[src/rtl/pwm_dac_pkg.sv]
// Shared constants for the PWM DAC stage and anything that needs its period length.
// The period is 2^WIDTH-1 counts, so a full-scale duty value keeps the output high.
package pwm_dac_pkg;

    localparam int DEFAULT_WIDTH = 8;

    function automatic int PWM_PERIOD(input int width);
        return (1 << width) - 1;
    endfunction

endpackage

[src/rtl/pwm_tick_gen.sv]
// Prescaler that emits a one-cycle tick every PRESCALE enabled clk cycles.
// The phase source upstream can reuse it to stay in step with the PWM counter.
module pwm_tick_gen
    import pwm_dac_pkg::*;
#(
    parameter int PRESCALE = 1
) (
    input  logic clk,
    input  logic rst_n,
    input  logic en,
    output logic tick
);

    localparam int CW = (PRESCALE > 1) ? $clog2(PRESCALE) : 1;
    localparam logic [CW-1:0] LAST = CW'(PRESCALE - 1);

    logic [CW-1:0] presc_cnt;

    always_ff @(posedge clk) begin
        if (!rst_n) begin
            presc_cnt <= '0;
        end else if (!en) begin
            presc_cnt <= '0;
        end else if (presc_cnt == LAST) begin
            presc_cnt <= '0;
        end else begin
            presc_cnt <= presc_cnt + 1'b1;
        end
    end

    // Gated by en so a PRESCALE of 1 does not tick while stopped.
    assign tick = en & (presc_cnt == LAST);

endmodule

[src/rtl/pwm_dac.sv]
// Sample-to-PWM converter with a one-deep holding buffer; the duty value only
// changes on a period boundary (or immediately while the PWM is stopped).
module pwm_dac
    import pwm_dac_pkg::*;
#(
    parameter int WIDTH    = DEFAULT_WIDTH,
    parameter int PRESCALE = 1
) (
    input  logic             clk,
    input  logic             rst_n,
    input  logic             en,
    input  logic [WIDTH-1:0] sample,
    input  logic             sample_valid,
    output logic             sample_ready,
    output logic             pwm_out,
    output logic             period_start,
    output logic             underrun,
    input  logic             clr_underrun
);

    localparam int PERIOD = PWM_PERIOD(WIDTH);
    localparam logic [WIDTH-1:0] CNT_LAST = WIDTH'(PERIOD - 1);

    logic             tick;
    logic             boundary;
    logic             transfer;
    logic             load_duty;
    logic [WIDTH-1:0] pwm_cnt;
    logic [WIDTH-1:0] duty;
    logic [WIDTH-1:0] hold;
    logic             hold_full;

    pwm_tick_gen #(
        .PRESCALE (PRESCALE)
    ) u_tick_gen (
        .clk   (clk),
        .rst_n (rst_n),
        .en    (en),
        .tick  (tick)
    );

    // valid/ready: a sample moves into hold on any clk edge where sample_valid
    // and sample_ready are both high; ready is simply "hold is empty".
    assign sample_ready = rst_n & ~hold_full;
    assign transfer     = sample_valid & sample_ready;
    assign boundary     = tick & (pwm_cnt == CNT_LAST);
    assign load_duty    = hold_full & (boundary | ~en);

    always_ff @(posedge clk) begin
        if (!rst_n) begin
            pwm_cnt <= '0;
        end else if (!en) begin
            pwm_cnt <= '0;
        end else if (tick) begin
            pwm_cnt <= boundary ? '0 : pwm_cnt + 1'b1;
        end
    end

    // load_duty needs a full buffer and transfer an empty one, so they never collide;
    // a sample arriving on a boundary with hold empty therefore waits a full period.
    always_ff @(posedge clk) begin
        if (!rst_n) begin
            hold      <= '0;
            hold_full <= 1'b0;
            duty      <= '0;
        end else if (load_duty) begin
            duty      <= hold;
            hold_full <= 1'b0;
        end else if (transfer) begin
            hold      <= sample;
            hold_full <= 1'b1;
        end
    end

    always_ff @(posedge clk) begin
        if (!rst_n) begin
            pwm_out      <= 1'b0;
            period_start <= 1'b0;
            underrun     <= 1'b0;
        end else begin
            pwm_out      <= en & (pwm_cnt < duty);
            period_start <= boundary;
            if (boundary && !hold_full) begin
                underrun <= 1'b1;
            end else if (clr_underrun) begin
                underrun <= 1'b0;
            end
        end
    end

endmodule

[config.mk]
export PLATFORM = sky130hd
export DESIGN_NAME = pwm_dac
export DESIGN_NICKNAME = d
export VERILOG_FILES = /design/src/rtl/pwm_dac_pkg.sv /design/src/rtl/pwm_tick_gen.sv /design/src/rtl/pwm_dac.sv
export SDC_FILE = /design/constraint.sdc
export NUM_CORES = 1
export LEC_CHECK = 0
export ABC_AREA = 1
export CAP_MARGIN = 20
export CORE_UTILIZATION = 45
export CTS_CLUSTER_SIZE = 25
export DETAILED_ROUTE_END_ITERATION = 10
export GPL_ROUTABILITY_DRIVEN = 1
export GPL_TIMING_DRIVEN = 0
export PLACE_DENSITY = 0.77
export SLEW_MARGIN = 20
export SYNTH_ARGS = -nofsm -noshare
export SYNTH_HDL_FRONTEND = slang
export SYNTH_SLANG_ARGS = --single-unit
[constraint.sdc]
create_clock -name clk -period 4.1 [get_ports clk]
set_clock_uncertainty 0.15 [all_clocks]
set_input_delay 0.615 -clock clk [delete_from_list [all_inputs] [get_ports clk]]
set_output_delay 0.615 -clock clk [all_outputs]
set_load 0.02 [all_outputs]
==> metrics.cfg <==
[layout]
area_delta_synth_final_pct = 19.8
diodes = 0
layout_common_cells = dfxtp_1, inv_1, nand2_1
mostFrequentLayoutCell = dfxtp_1
layout-drive-gt1-share_pct = 7.21
post-route-util_pct = 58.1
fin_area_um2 = 1640
nets = 230

[timing]
finalCritPeriodShare_pct = 64.9
clock.fmax_mhz = 376
final-max-slew-violation-count = 0
period_minus_slack_ns = 2.66
fin_tns_setup_ns = 0
setup_viol = 0
hold_viol = 0
grt_setup_unrepaired = no

[global_route]
grt_overflow = 0
grt_usage_pct = 17.8
antenna_found_initial = 0
grt_max_degree = 11
first_global_vias = 1031
grt_pass1_wl_um = 4410

[pwr]
p_comb_share_pct = 12.1
p_switching_w = 0.000142
p_total_w = 0.000594
p_clk_share_pct = 37.6
p_seq_share_pct = 50.3
p_leak_nw = 0.686
ir_drop_uv = 222
p_sw_share_pct = 23.9
intPower_w = 0.000452
power.density_nw_per_um2 = 361

[yosys]
synth.distinct_cells = 24
synth_nets = 207
syn_avg_cell_area_um2 = 7.42
synth_seq_area_share_pct = 42.3
ys_warn_count = 0
netlist_area_um2 = 1370
synth_cells = 185
yosys_register_bits = 29

[worst_setup_path]
arrival_ns = 1.90
regToRegSetupSlack_ns = 2.50
required_ns = 3.34
worst-path-max-fanout = 4
crit_path_end_kind = output pin
crit_type = in -> out
r2r_start = pwm_cnt[1]
start_kind = input pin
crit_start = rst_n
reg2regPathDepth = 9

[route]
drtIter0Drc = 20
routed-via-count = 1168
avgViaCountPerCell = 4.89
remaining_drc_errors = 0
wl_per_cell_um = 10.2
dr.pass1.iters = 4
wl_um = 2430
ant_nets = 0

[die]
die_area_um2 = 3280
ioPinCount = 17
coreArea_um2 = 2830
die_x_um = 57.2
die_y_um = 57.2
floorplan.initialDensity_pct = 48.5
row_count = 19

[placement]
io_buffer_count = 16
hpwl_um = 1860
dpl-instance-area_um2 = 1570
gp_congestion = 0.796

[cts]
path_clk_slew_ns = 0.09
cts-root-buf = clkbuf_4
cts-buffers-inserted = 5
insertion_delay_ns = 0.33
ctsHoldBuffers = 0
cts.repair.resized = 0
cts_tree = built
numClockSinks = 29
cts_max_level = 2
post-cts-setup-buffer-count = 0
cts.path.max_buffers = 2

[min_path]
whs_path_depth = 2
hp-class = reg -> reg
min_from = hold[2]

[outcome]
status = complete, no violations

[flow_run]
drv_cap = 0

synth_stat cells:
cell      instances  area share [%]
dfxtp_1          29              42
inv_1            28             7.7
nand2_1          28             7.7
nor2_1           24             6.6
a21oi_1          22             8.0
nand3_1          15             5.5
o21ai_0          10             3.6
ha_1              9             8.2
buf_4             2             1.1
buf_6             2             1.6
xnor2_1           2             1.3
xor2_1            2             1.3
a211oi_1          1            0.55
and3_1            1            0.46
buf_2             1            0.36
clkbuf_1          1            0.27
conb_1            1            0.27
inv_2             1            0.27
nand2_2           1            0.46
nand3_2           1            0.73
nand3b_1          1            0.55
nand4_1           1            0.46
nor3_1            1            0.36
o22ai_1           1            0.46
power by group through the flow:
| stage | Combinational, W | Clock, W | Sequential (W) |
|---|---|---|---|
| global placement | 0.0000706 | 0 | 0.000305 |
| detailed placement | 0.0000725 | 0 | 0.000306 |
| floorplan | 0.0000463 | 0 | 0.000306 |
| global route | 0.0000831 | 0.000246 | 0.000301 |
| finish | 0.0000718 | 0.000223 | 0.000299 |
| CTS | 0.0000727 | 0.000229 | 0.000299 |
critical path: stages:
cell             delay (ns)
clkdlybuf4s50_1        0.53
nand2_1                0.11
inv_1                  0.06
clkdlybuf4s50_1        0.59
kinds of logic after synthesis:
| family | count (synthesis) | synth area share [%] |
|---|---|---|
| buffers and inverters | 35 | 11.3 |
| AO/OA/AOI/OAI | 34 | 12.7 |
| flip-flops | 29 | 42.3 |
| XOR/XNOR | 4 | 2.55 |
| other | 1 | 0.273 |
| adder cells (fa/ha/maj) | 9 | 8.20 |
| AND/OR/NAND/NOR | 73 | 22.7 |
flip-flops by register name (all words and copies together), names as in the netlist:
register and cells:
period_start 1, pwm_cnt 8, hold 8, underrun 1, duty 8, hold_full 1, u_tick_gen.presc_cnt 1, pwm_out 1
stage by stage:
| step | hold slack, ns | cells | setup WS, ns |
|---|---|---|---|
| CTS | 0.307 | 239 | 1.43 |
| finish | 0.308 | 239 | 1.44 |
| detailed placement | 0.294 | 232 | 1.43 |
| global placement | 0.292 | 232 | 1.44 |
| global route | 0.330 | 239 | 1.38 |
| floorplan | 0.280 | 185 | 2.51 |
per-layer routing:
metal	GRT usage, %	up-vias	wire (µm)
met2	28.7	17	1090
met4	7.32	0	47
met3	6.80	7	103
met5	0	-	0
li1	-	632	-
met1	21.3	512	1190
area by class of cell:
| class | count | area [µm²] |
|---|---|---|
| Tap cell | 31 | 38.8 |
| Inverter | 29 | 109 |
| Buffer | 6 | 46.3 |
| Clock buffer | 5 | 37.5 |
| Multi-Input combinational cell | 121 | 637 |
| Clock inverter | 2 | 35.0 |
| Sequential cell | 29 | 581 |
| Fill cell | 278 | 1180 |
| Timing Repair Buffer | 16 | 160 |
final timing paths:
path	to
setup reg to reg	duty[6]
setup / recovery	sample_ready
hold / removal	hold[2]
hold reg to reg	hold[2]
Power figures use the tool's default switching activity.
